`config.mk`:
```
export PLATFORM = sky130hd
export DESIGN_NAME = wmem_loader
export DESIGN_NICKNAME = d
export VERILOG_FILES = /design/src/rtl/wmem_loader.sv
export SDC_FILE = /design/constraint.sdc
export NUM_CORES = 2
export LEC_CHECK = 0
export CELL_PAD_IN_SITES_DETAIL_PLACEMENT = 1
export CELL_PAD_IN_SITES_GLOBAL_PLACEMENT = 1
export CORE_AREA = 2 2 346 348
export DETAILED_ROUTE_END_ITERATION = 10
export DIE_AREA = 0 0 348 350
export PLACE_DENSITY = 0.76
export SLEW_MARGIN = 0
export SYNTH_ARGS = -nofsm -noshare
export SYNTH_HDL_FRONTEND = slang
export SYNTH_SLANG_ARGS = --single-unit
```
`constraint.sdc`:
```
create_clock -name clk -period 2.5 [get_ports clk]
set_input_delay 0.75 -clock clk [delete_from_list [all_inputs] [get_ports clk]]
set_output_delay 0.75 -clock clk [all_outputs]
set_load 0.01 [all_outputs]
```
`src/rtl/wmem_loader.sv`:
```
// wmem_loader: packs IN_WIDTH beats into weight words and writes them to weights memory; optional beat checksum via WMEM_LOADER_CHECKSUM_EN
module wmem_loader #(
  parameter int DATA_WIDTH        = 8,
  parameter int NUM_MAC4          = 16,
  parameter int ADDR_WIDTH        = 7,
  parameter int IN_WIDTH          = 32,
  parameter int TOTAL_INPUT_WIDTH = NUM_MAC4*4*DATA_WIDTH,
  parameter int BEATS             = TOTAL_INPUT_WIDTH/IN_WIDTH
) (
  input  logic                         clk,
  input  logic                         rst,
  input  logic                         in_start,
  input  logic [ADDR_WIDTH-1:0]        in_base_addr,
  input  logic [ADDR_WIDTH:0]          in_num_words,
  input  logic                         in_valid,
  input  logic [IN_WIDTH-1:0]          in_data,
  output logic                         out_ready,
  output logic                         out_wr_en,
  output logic [ADDR_WIDTH-1:0]        out_wr_addr,
  output logic [TOTAL_INPUT_WIDTH-1:0] out_wr_data,
  output logic                         out_busy,
  output logic                         out_done,
  output logic [IN_WIDTH-1:0]          out_checksum
);
  localparam int CW = BEATS > 1 ? $clog2(BEATS) : 1;
  typedef enum logic [1:0] {IDLE, LOAD, WRITE, DONE} state_t;
  state_t                       state;
  logic [CW-1:0]                cnt;
  logic [ADDR_WIDTH:0]          rem;
  logic [TOTAL_INPUT_WIDTH-1:0] buf_q, buf_d;
  logic                         acc, last;
  assign out_ready = state == LOAD;
  assign out_wr_en = state == WRITE;
  assign out_done  = state == DONE;
  assign out_busy  = state != IDLE;
  assign acc       = in_valid && out_ready;
  assign last      = cnt == CW'(BEATS-1);
  always_comb begin
    buf_d = buf_q;
    buf_d[int'(cnt)*IN_WIDTH +: IN_WIDTH] = in_data;
  end
  always_ff @(posedge clk)
    if (rst) begin
      state       <= IDLE;
      cnt         <= '0;
      rem         <= '0;
      buf_q       <= '0;
      out_wr_addr <= '0;
      out_wr_data <= '0;
    end else
      case (state)
        IDLE:
          if (in_start) begin
            out_wr_addr <= in_base_addr;
            rem         <= in_num_words;
            cnt         <= '0;
            state       <= in_num_words == '0 ? DONE : LOAD;
          end
        LOAD:
          if (acc) begin
            buf_q <= buf_d;
            cnt   <= cnt + 1'b1;
            if (last) begin
              out_wr_data <= buf_d;
              state       <= WRITE;
            end
          end
        WRITE: begin
          out_wr_addr <= out_wr_addr + 1'b1;
          rem         <= rem - 1'b1;
          cnt         <= '0;
          state       <= rem > (ADDR_WIDTH+1)'(1) ? LOAD : DONE;
        end
        default: state <= IDLE;
      endcase
`ifdef WMEM_LOADER_CHECKSUM_EN
  logic [IN_WIDTH-1:0] csum;
  always_ff @(posedge clk)
    if (rst) csum <= '0;
    else if (state == IDLE && in_start) csum <= '0;
    else if (acc) csum <= csum ^ in_data;
  assign out_checksum = csum;
`else
  assign out_checksum = '0;
`endif
endmodule

```
# [Word level (Yosys, flattened, before mapping)]
# Cells that the tools add are included.
[totals] out_inout_bits=555 inputBits=51 wordCells=45 regBits=1045
[op_classes] reduce_logical=11 muxes=14 n_addsub=4 eq_ne=7 n_lt_le_gt_ge=1 shift=2
[ops] operator="$bwmux 512" n=1
[ops] operator="$shift 32x33->512 const A" n=1
[ops] operator="$shiftx 32x33->512" n=1
[ops] operator="$neg 9->33" n=1
[ops] operator="$pmux 8 s2" n=1
[ops] operator="$pmux 7 s2" n=1
[ops] operator="$pmux 4 s3" n=1
[ops] operator="$mux 2" n=5
[ops] operator="$reduce_and 3->1" n=3
[ops] operator="$gt 8x1->1 const B" n=1
[ops] operator="$logic_not 8->1" n=1
[ops] operator="$mux 4" n=2
[ops] operator="$mux 8" n=1
[ops] operator="$sub 8x1->8 const B" n=1
[ops] operator="$add 7x1->7 const B" n=1
[ops] operator="$mux 7" n=1
[ops] operator="$pmux 2 s3" n=1
[ops] operator="$add 4x1->4 const B" n=1
[ops] operator="$eq 2x2->1 const B" n=2
[ops] operator="$eq 4x4->1 const B" n=1
[ops] operator="$ne 2x1->1 const B" n=2
[ops] operator="$reduce_and 2->1" n=2
[ops] operator="$reduce_bool 2->1" n=2
[ops] operator="$reduce_bool 3->1" n=1
[ops] operator="4 further kinds" n=4

# [Longest topological paths before layout]
[depth] ltp_word=4 mapped_depth=12 mapped_depth_nobuf=6

# [Worst setup path before layout]
# OpenSTA, ideal clock, no wires.
[synth_timing] kind="register -> register" startpoint="register cnt[0]" endpoint="register buf_q[100]" period_less_slack_ns=2.658 path_slack_ns=-0.158 setup_ns=0.126 arrival_time_ns=2.532 n_path_buf=4 required_time_ns=2.374 stages_incl_launch_ff=11 cell_sequence="dfxtp_1 > buf_4 > clkbuf_1 > inv_1 > ha_1 > buf_2 > or3b_1 > a211oi_2 > nand2_1 > buf_2 > mux2i_1"
[synth_via] elab_chain_cells=3 word_cells_on_any_way=4 classes_between="add/sub: 1; shift: 2; mux: 1"
[synth_lines] item="start: declaration" line_no="28" source="logic [CW-1:0] cnt;"
[synth_lines] item="start signal: assignment" line_no="62" source="cnt <= cnt + 1'b1;"
[synth_lines] item="$neg 9->33 (*)" line_no="40" source="buf_d[int'(cnt)*IN_WIDTH +: IN_WIDTH] = in_data;"
[synth_lines] item="$shiftx 32x33->512 or $shift 32x33->512 (tied branches)" line_no="40"
[synth_lines] item="$bwmux 512 (*)" line_no="40"
[synth_lines] item="end signal: assignment" line_no="61" source="buf_q <= buf_d;"
[synth_lines] item="end: declaration" line_no="30" source="logic [TOTAL_INPUT_WIDTH-1:0] buf_q, buf_d;"
# Every way passes the cells marked *; elsewhere a longest branch is shown, timed or not.
# A chain may end at the register's enable or synchronous reset.

# [Final worst setup path]
[layout_timing] startpoint="register out_wr_data[355]" endpoint="output out_wr_data[355]"
[layout_rtl] item="start: declaration" line_no="20" source="output logic [TOTAL_INPUT_WIDTH-1:0] out_wr_data,"
[layout_rtl] item="start signal: assignment" line_no="64" source="out_wr_data <= buf_d;"
# No word-level cell between the ends.

==> impl_metrics.yaml <==
finish:
  final_common_cell: "dfxtp_1"
  syn2layout_area_growth_pct: 29.7
  fill_cells: 13175
  mostFrequentLayoutCells: "dfxtp_1 (999), nand2_1 (634), clkdlybuf4s50_1 (522)"
  drive_gt1_frac: 0.149
  finalNonFillerCells: 7120
  nets: 5545
clock_network:
  clk_pin_slew_worst_paths_ps: 60
  clockBufferDepth: 3
  clock_sinks: 1045
  cts_hold_buf: 0
  cts-root-buf: "clkbuf_16"
  post_cts_buffers: 0
  cts_tree: "yes"
  clk_latency_ps: 730
  cts_inserted_buffers: 112
  htreeDepth: 3
floorplan:
  die_x_um: 348
  die_h_um: 350
  core_um2: 118000
  die-area_um2: 122000
  rows: 126
  start_util: 0.378
  pin_count: 606
drt:
  drtAntennaViolNets: 0
  dr_total_vias: 41018
  route.met3.wl_um: 12200
  top_layer_used: "met4"
  wl_met1_um: 77600
  drc: 0
  met2_length_um: 84300
  drtIter0Drc: 3222
  dr.pass1.iters: 6
  totalWireLength_um: 182000
  via_per_inst: 5.76
  wire_per_inst_um: 25.6
critical_path:
  path_buf_inv: 1
  critical_path_class: "flop to output pin"
  critPathMaxFanout: 2
  critPathArrivalTime_ps: 1760
  start_kind: "flop"
  cp_top_family: "buffers and inverters"
  cpMaxStageDelayCell: "clkdlybuf4s50_1"
  cp-end-kind: "output pin"
  required_ps: 1750
  cp_cell_sequence: "clkdlybuf4s50_1"
  cpPeakStageDelay_ps: 590
yosys:
  ys_types: 73
  yosysWarnings: 0
  ys_ff_latch: 1045
  syn_area_um2: 44500
  synth.yosys.seq_area_share: 0.470
  synth_ff_type: "dfxtp_1"
  async_reset_ff_frac: 0
  synth-edff-count: 0
  postSynthAreaPerCell_um2: 8.89
  syn_inst: 5007
global_routing:
  overflow: 0
  grt_pass1_wl_um: 268000
  grt_pass1_vias: 41801
  track_usage: 0.287
  antenna_found_initial: 6
  grt_max_degree: 112
timing:
  finalHoldViolCount: 0
  rsz0062_at_grt: "no"
  tightestPinTransition_ps: 1070
  clock_skew_ps: 27.8
  worst_slack_ps: -7.64
  post-route-period-util: 1.00
  fmax_mhz: 399
  setup_violations: 1
  slew_headroom: 0.283
  worst_hold_slack_ps: 449
  drv_slew: 0
  min_period_ps: 2510
placed_design:
  dpl_worst_slack_ps: -403
  dp_cells: 6910
  gp_congestion: 0.835
  dp.final_hpwl_um: 122000
  io_buffer_count: 573
power:
  finalPower_uw: 36000
  p_per_area_nw_per_um2: 623
  leakagePower_uw: 0.0212
  ir_drop_mv: 0.531
status:
  violations: "setup timing"
  status: "complete, but fails checks"
flow_run:
  drv_cap: 0
hold_path:
  hold_path_class: "flop to flop"
## metrics by stage
| stage | instance area (um2) | util | TNS, ps |
|---|---|---|---|
| after detailed placement | 53800 | 0.457 | -231820 |
| final | 57700 | 0.490 | -7.64 |
| after global placement | 53800 | 0.457 | -176430 |
| after floorplan | 44700 | - | 0 |
| after global routing | 57700 | 0.490 | 0 |
| after CTS | 57700 | 0.490 | 0 |
## synth_stat cells, types with 4 or more instances
| cell | instances | area [um2] |
|---|---|---|
| nand3b_1 | 71 | 533 |
| nor3b_1 | 4 | 30.0 |
| mux2i_1 | 320 | 3200 |
| nor3_1 | 71 | 355 |
| and4_1 | 5 | 43.8 |
| a2111oi_1 | 5 | 50.1 |
| buf_2 | 151 | 756 |
| o221a_2 | 208 | 2340 |
| and3_1 | 38 | 238 |
| nand2_1 | 638 | 2390 |
| nand4_1 | 63 | 394 |
| dfxtp_1 | 1045 | 20900 |
| a21oi_1 | 426 | 2130 |
| a221oi_1 | 62 | 543 |
| nor2b_1 | 8 | 50.1 |
| nand2b_1 | 324 | 2030 |
| o21ai_0 | 70 | 350 |
| buf_1 | 25 | 93.8 |
| ha_1 | 6 | 75.1 |
| a221o_1 | 27 | 270 |
| nand3_1 | 107 | 536 |
| nor2_1 | 302 | 1130 |
| a2111oi_0 | 5 | 43.8 |
| buf_4 | 49 | 368 |
| and2_1 | 38 | 238 |
| a22o_1 | 7 | 61.3 |
| a21o_1 | 66 | 495 |
| nand3_2 | 4 | 40.0 |
| inv_1 | 234 | 878 |
| clkbuf_1 | 328 | 1230 |
| o221ai_1 | 7 | 61.3 |
| a211oi_1 | 13 | 97.6 |
| buf_6 | 11 | 124 |
| o221a_1 | 16 | 180 |
| a311oi_1 | 189 | 1660 |
## kinds of logic (layout without fill, tap and decap cells)
| logic type | Yosys count | count (layout) | synth area share |
|---|---|---|---|
| adder cells (fa/ha/maj) | 6 | 6 | 0.00169 |
| other | 1 | 37 | 0.0000842 |
| AO/OA/AOI/OAI | 1133 | 1133 | 0.193 |
| flip-flops | 1045 | 1045 | 0.470 |
| XOR/XNOR | 6 | 6 | 0.00152 |
| AND/OR/NAND/NOR | 1698 | 1698 | 0.185 |
| buffers and inverters | 798 | 1339 | 0.0775 |
| multiplexers | 320 | 320 | 0.0719 |
## where the power goes
part	leakage, uW	internal, uW	switching (uW)
Clock	0.00190	10400	7220
Combinational	0.0109	531	1120
Sequential	0.00844	16700	41.5
## state kept, by name (all words and copies together) (netlist names)
name	cells
buf_q	512
state	2
rem	8
out_wr_addr	7
out_wr_data	512
cnt	4
## tightest hold or removal path, delay by kind of cell (launching register included)
kind / cells / cell delay (ps)
flops: 1 / 310
simple gates: 1 / 50
compound gates: 1 / 70
## path summary, 6_finish.rpt
path         slack [ps]                             to                          start  cells past startpoint
min                 450  out_wr_data[355]$_SDFFE_PP0P_        buf_q[355]$_SDFFE_PP0P_                      2
max reg2reg          70  out_wr_data[434]$_SDFFE_PP0P_            cnt[0]$_SDFFE_PP0P_                      8
max                  -8               out_wr_data[355]  out_wr_data[355]$_SDFFE_PP0P_                      1
min reg2reg         450  out_wr_data[355]$_SDFFE_PP0P_        buf_q[355]$_SDFFE_PP0P_                      2
## final cells by class
cell class	count	area, um2	share of cell area
Sequential cell	1045	21000	0.363
Multi-Input combinational cell	3195	20500	0.356
Timing Repair Buffer	900	9530	0.165
Clock buffer	172	3360	0.0582
Tap cell	1536	1920	0.0333
Inverter	234	878	0.0152
Clock inverter	33	519	0.00899
Antenna cell	5	12.5	0.000217
## repair_timing
action,CTS,global route
setup endpoints to repair,81,151
gates resized for setup,85,21
pin swaps,0,0
cloned,0,0
## metal layers
layer	global-route usage	up-vias
met5	0	-
met4	0.128	0
met3	0.0485	336
met2	0.470	1482
met1	0.371	20769
li1	-	18431
Power figures use the tool's default switching activity.
